<file path="config.mk">
export PLATFORM = sky130hd
export DESIGN_NAME = trig_sync_bank
export DESIGN_NICKNAME = d
export VERILOG_FILES = /design/src/rtl/trig_sync_bank_pkg.sv /design/src/rtl/trig_sync_bank_if.sv /design/src/rtl/trig_sync_bank_chan.sv /design/src/rtl/trig_sync_bank.sv
export SDC_FILE = /design/constraint.sdc
export NUM_CORES = 1
export LEC_CHECK = 0
export CORE_MARGIN = 3
export CORE_UTILIZATION = 48
export DETAILED_ROUTE_END_ITERATION = 8
export PLACE_DENSITY_LB_ADDON = 0.1
export SYNTH_ARGS = -nofsm -noshare
export SYNTH_HDL_FRONTEND = slang
export SYNTH_SLANG_ARGS = --single-unit
export TNS_END_PERCENT = 10
</file>
<file path="constraint.sdc">
create_clock -name CLK -period 1.6 [get_ports CLK]
set_input_delay 0.24 -clock CLK [delete_from_list [all_inputs] [get_ports CLK]]
set_output_delay 0.24 -clock CLK [all_outputs]
set_load 0.01 [all_outputs]
</file>
<file path="src/rtl/trig_sync_bank_pkg.sv">
// Shared types and helpers for the trigger synchroniser bank.
// Holds the per-channel edge mode encoding and the edge qualification rule.
package trig_pkg;

    typedef enum logic [1:0] {
        MODE_NONE = 2'b00,
        MODE_RISE = 2'b01,
        MODE_FALL = 2'b10,
        MODE_BOTH = 2'b11
    } trig_mode_t;

    // True when a filtered-level transition old_lvl -> new_lvl should raise a pulse.
    function automatic logic edge_hit(input trig_mode_t mode, input logic old_lvl,
                                      input logic new_lvl);
        logic rise;
        logic fall;
        rise = ~old_lvl & new_lvl;
        fall = old_lvl & ~new_lvl;
        unique case (mode)
            MODE_RISE: return rise;
            MODE_FALL: return fall;
            MODE_BOTH: return rise | fall;
            default:   return 1'b0;
        endcase
    endfunction

endpackage

</file>
<file path="src/rtl/trig_sync_bank_if.sv">
// Per-channel signal bundle between the bank top and one trig_chan instance.
// All inputs are synchronous to CLK except idata, which is raw asynchronous.
interface trig_chan_if;
    import trig_pkg::*;

    logic       idata;
    logic       en;
    logic       clr;
    trig_mode_t mode;
    logic       odata;
    logic       opulse;
    logic       oflag;

    modport master (
        output idata, en, clr, mode,
        input  odata, opulse, oflag
    );

    modport slave (
        input  idata, en, clr, mode,
        output odata, opulse, oflag
    );

endinterface

</file>
<file path="src/rtl/trig_sync_bank_chan.sv">
// One trigger channel: synchroniser chain, stability filter, edge detector
// and sticky event flag, all clocked on clk_i with synchronous reset.
module trig_chan
    import trig_pkg::*;
#(
    parameter int SYNC_STAGES = 2,
    parameter int FILT_LEN    = 4
) (
    input  logic        clk_i,
    input  logic        rst_i,
    trig_chan_if.slave  bus
);

    localparam int CNT_W = $clog2(FILT_LEN + 1);
    localparam logic [CNT_W-1:0] CNT_LAST = CNT_W'(FILT_LEN - 1);

    if (SYNC_STAGES < 2) begin : g_bad_sync
        $error("trig_chan: SYNC_STAGES must be at least 2");
    end
    if (FILT_LEN < 1) begin : g_bad_filt
        $error("trig_chan: FILT_LEN must be at least 1");
    end

    logic [SYNC_STAGES-1:0] sync_q, sync_d;
    logic [CNT_W-1:0]       cnt_q, cnt_d;
    logic                   odata_q, odata_d;
    logic                   opulse_q, opulse_d;
    logic                   oflag_q, oflag_d;
    logic                   sync_lvl;

    assign sync_lvl = sync_q[SYNC_STAGES-1];

    always_comb begin
        sync_d   = {sync_q[SYNC_STAGES-2:0], bus.idata};
        cnt_d    = '0;
        odata_d  = odata_q;
        opulse_d = 1'b0;
        // A pulse seen last cycle wins over a clear in the same cycle.
        oflag_d  = opulse_q ? 1'b1 : (bus.clr ? 1'b0 : oflag_q);

        if (bus.en && (sync_lvl != odata_q)) begin
            if (cnt_q == CNT_LAST) begin
                odata_d  = sync_lvl;
                opulse_d = edge_hit(bus.mode, odata_q, sync_lvl);
            end else begin
                cnt_d = cnt_q + 1'b1;
            end
        end
    end

    always_ff @(posedge clk_i) begin
        if (rst_i) begin
            sync_q   <= '0;
            cnt_q    <= '0;
            odata_q  <= 1'b0;
            opulse_q <= 1'b0;
            oflag_q  <= 1'b0;
        end else begin
            sync_q   <= sync_d;
            cnt_q    <= cnt_d;
            odata_q  <= odata_d;
            opulse_q <= opulse_d;
            oflag_q  <= oflag_d;
        end
    end

    assign bus.odata  = odata_q;
    assign bus.opulse = opulse_q;
    assign bus.oflag  = oflag_q;

endmodule

</file>
<file path="src/rtl/trig_sync_bank.sv">
// Bank of N independent trigger channels captured on CLK.
// The top only slices the per-channel mode field and ORs the sticky flags.
module trig_sync_bank
    import trig_pkg::*;
#(
    parameter int N           = 4,
    parameter int SYNC_STAGES = 2,
    parameter int FILT_LEN    = 4
) (
    input  logic           CLK,
    input  logic           RST,
    input  logic [N-1:0]   IDATA,
    input  logic [N-1:0]   EN,
    input  logic [2*N-1:0] MODE,
    input  logic [N-1:0]   CLR,
    output logic [N-1:0]   ODATA,
    output logic [N-1:0]   OPULSE,
    output logic [N-1:0]   OFLAG,
    output logic           OANY
);

    for (genvar i = 0; i < N; i++) begin : g_chan
        trig_chan_if ch_if ();

        assign ch_if.idata = IDATA[i];
        assign ch_if.en    = EN[i];
        assign ch_if.clr   = CLR[i];
        assign ch_if.mode  = trig_mode_t'(MODE[2*i+1 -: 2]);

        trig_chan #(
            .SYNC_STAGES (SYNC_STAGES),
            .FILT_LEN    (FILT_LEN)
        ) u_chan (
            .clk_i (CLK),
            .rst_i (RST),
            .bus   (ch_if.slave)
        );

        assign ODATA[i]  = ch_if.odata;
        assign OPULSE[i] = ch_if.opulse;
        assign OFLAG[i]  = ch_if.oflag;
    end

    assign OANY = |OFLAG;

endmodule

</file>
==> results.py <==
metrics = {
    "clock_network": {
        "clk_latency_ns": 0.31,
        "clk_pin_slew_ns": 0.09,
        "cts_buffers": 5,
        "clock_path_buffers": 2,
        "holdBufCountCts": 0,
        "post-cts-setup-buffers": 0,
        "root_buffer": "clkbuf_4",
        "post_cts_resize_count": 4,
        "clock-sinks": 32,
        "htree_num_levels": 2,
        "cts_tree": "done",
    },
    "timing": {
        "max_freq_mhz": 654,
        "worst_slew_pin_slew_ns": 0.219,
        "hold_viol_final": 0,
        "timing.setup.tns_ns": 0,
        "post-route-period-util": 0.955,
        "max-slew-margin-rel": 0.853,
        "rsz0062_at_grt": "false",
        "whs_ns": 0.420,
        "slew_viol_final": 0,
        "finalCriticalPeriod_ns": 1.53,
        "setup_violations": 0,
        "skew_ns": 0.00403,
    },
    "die": {
        "floorplan.initialDensity": 0.531,
        "die_x_um": 59.7,
        "ios": 35,
        "core_area_um2": 2610,
        "rows": 18,
        "die_h_um": 59.7,
        "die_area_um2": 3570,
    },
    "synthesis": {
        "yosys.area.top_type": "dfxtp_1",
        "synth-seq-cells": 32,
        "synth.avg_cell_area_um2": 9.63,
        "synthDominantCellAreaShare": 0.462,
        "yosys_warnings": 0,
        "synth-edff-count": 0,
        "syn-num-nets": 182,
        "postSynthCellCount": 144,
        "async_reset_ff_frac": 0,
        "synth_commonest_cells": "dfxtp_1, nor2_1, inv_1",
        "synth_ff_type": "dfxtp_1",
        "synthTopCellsByArea": "dfxtp_1, ha_1, buf_4",
        "seq_area_frac_synth": 0.462,
        "netlist_area_um2": 1390,
        "yosysMostFrequentCell": "dfxtp_1",
        "ys_types": 19,
    },
    "worst_setup_path": {
        "reg2reg_to": "g_chan[2].u_chan.cnt_q[2]$_SDFF_PP0_",
        "cp-end-kind": "output port",
        "cp.arrival_ns": 1.29,
        "ff2ff_setup_slack_ns": 0.11,
        "rr_worst_depth": 4,
        "cp_max_fo": 3,
        "critPathLaunchType": "flop",
        "timing.rr.start": "g_chan[2].u_chan.bus.odata$_SDFFE_PP0P_",
        "critical_path_class": "reg2out",
        "required_ns": 1.36,
    },
    "placed_design": {
        "io_buffers": 34,
        "gp_congestion": 0.716,
        "hpwlAfterDp_mm": 1.85,
        "dpl_cell_area_um2": 1680,
    },
    "route": {
        "firstDrtPassIters": 4,
        "post-route-drc-count": 0,
        "via_per_inst": 5.00,
        "ant_nets": 0,
        "dr.first_iter.drc_count": 22,
        "wl_mm": 2.37,
        "wl_per_cell_um": 11.7,
        "vias": 1014,
    },
    "cells_and_area": {
        "n_antenna_cell": 0,
        "finish.net_count": 211,
        "final_layout_size_suffix_gt1_frac": 0.0983,
        "finalInstanceArea_um2": 1740,
        "area_growth_pct": 25.6,
    },
    "global_route": {
        "grt_overflow": 0,
        "grt_pass1_vias": 1014,
        "grt_max_degree": 16,
        "grt_usage": 0.154,
        "grt_pass1_wl_mm": 4.11,
        "antenna_found_initial": 0,
    },
    "worst_hold_path": {
        "worstHoldPathCells": 1,
        "holdCritPathClass": "reg2reg",
        "hp-start": "g_chan[3].u_chan.cnt_q[0]$_SDFF_PP0_",
        "hold_path_end": "g_chan[3].u_chan.cnt_q[0]$_SDFF_PP0_",
    },
    "pwr": {
        "p_per_area_nw_per_um2": 808,
        "peakVddDrop_mv": 0.751,
        "p_leak_nw": 0.746,
        "design_power_total_mw": 1.41,
    },
    "run": {
        "maxCapViolCount": 0,
    },
    "outcome": {
        "status": "finished, final reports clean",
    },
}
## routing by layer
metal / track usage / vias up / wire [um]
met1: 0.161 / 464 / 968
met2: 0.276 / 34 / 1180
met3: 0.0626 / 2 / 199
met5: 0 / - / 0
met4: 0.0506 / 0 / 15
li1: - / 514 / -
## area by class of cell
type                            instances  area (um^2)
Clock buffer                            7         65.1
Tap cell                               30         37.5
Timing Repair Buffer                   36          350
Inverter                               19         71.3
Sequential cell                        32          642
Multi-Input combinational cell         79          576
Fill cell                             223          871
## logic make-up (layout without fill, tap and decap cells)
kind of cell	count (synthesis)	in the layout	share of synthesized area
AO/OA/AOI/OAI	12	12	0.0542
AND/OR/NAND/NOR	47	47	0.188
flip-flops	32	32	0.462
multiplexers	4	4	0.0289
buffers and inverters	33	62	0.123
adder cells (fa/ha/maj)	16	16	0.144
## power by group
| group | switching, mW | internal [mW] | leakage (nW) | total, mW |
|---|---|---|---|---|
| Sequential | 0.00522 | 0.807 | 0.260 | 0.812 |
| Combinational | 0.0379 | 0.0706 | 0.448 | 0.108 |
| Clock | 0.238 | 0.249 | 0.0374 | 0.487 |
## stage by stage
| stage | worst slack [ns] | util | std cells |
|---|---|---|---|
| 3_3_place_gp | 0.0756 | 0.643 | 196 |
| 6_report | 0.0714 | 0.667 | 203 |
| 5_1_grt | 0.0135 | 0.667 | 203 |
| 3_5_place_dp | 0.0662 | 0.643 | 196 |
| 4_1_cts | 0.0486 | 0.666 | 203 |
| 2_1_floorplan | 0.223 | - | 144 |
## placed cells by master (no fill, tap or decap)
cell type        Yosys  final
inv_1               19     19
buf_2                1      1
nand3b_1             4      4
nor2_1              23     23
nor2b_1              8      8
dfxtp_1             32     31
a21oi_1              8      8
mux2i_1              4      4
and3_1               2      2
clkbuf_4             0      5
clkbuf_8             0      2
or4_1                1      1
or4b_4               3      3
nor4_1               3      3
ha_1                16     16
clkdlybuf4s50_1      0     33
o2111ai_1            1      1
buf_4               12      2
dfxtp_2              0      1
nor3_1               2      2
nand2_1              1      1
a31o_2               3      3
## worst max-delay path: stages, from the launching register on
cell	delay, ns
dfxtp_1	0.32
or4_1	0.50
buf_2	0.15
## worst max path at each step
stage	startpoint	endpoint	slack, ns	cells after the start
4_1_cts	g_chan[3].u_chan.bus.odata$_SDFFE_PP0P_	g_chan[3].u_chan.cnt_q[2]$_SDFF_PP0_	0.05	4
6_report	g_chan[3].u_chan.bus.oflag$_SDFFE_PP0P_	OANY	0.07	2
2_1_floorplan	g_chan[1].u_chan.bus.odata$_SDFFE_PP0P_	g_chan[1].u_chan.cnt_q[0]$_SDFF_PP0_	0.22	4
5_1_grt	g_chan[3].u_chan.bus.oflag$_SDFFE_PP0P_	OANY	0.01	2
3_3_place_gp	g_chan[3].u_chan.bus.oflag$_SDFFE_PP0P_	OANY	0.08	2
3_5_place_dp	g_chan[3].u_chan.bus.oflag$_SDFFE_PP0P_	OANY	0.07	2
## flip-flops by register name, summed over array words and instances (netlist names)
register / flops
g_chan.u_chan.cnt_q: 12
g_chan.u_chan.bus.odata: 4
g_chan.u_chan.bus.oflag: 4
g_chan.u_chan.bus.opulse: 4
g_chan.u_chan.sync_q: 8
Note: power is estimated with default switching activity, not from simulation.
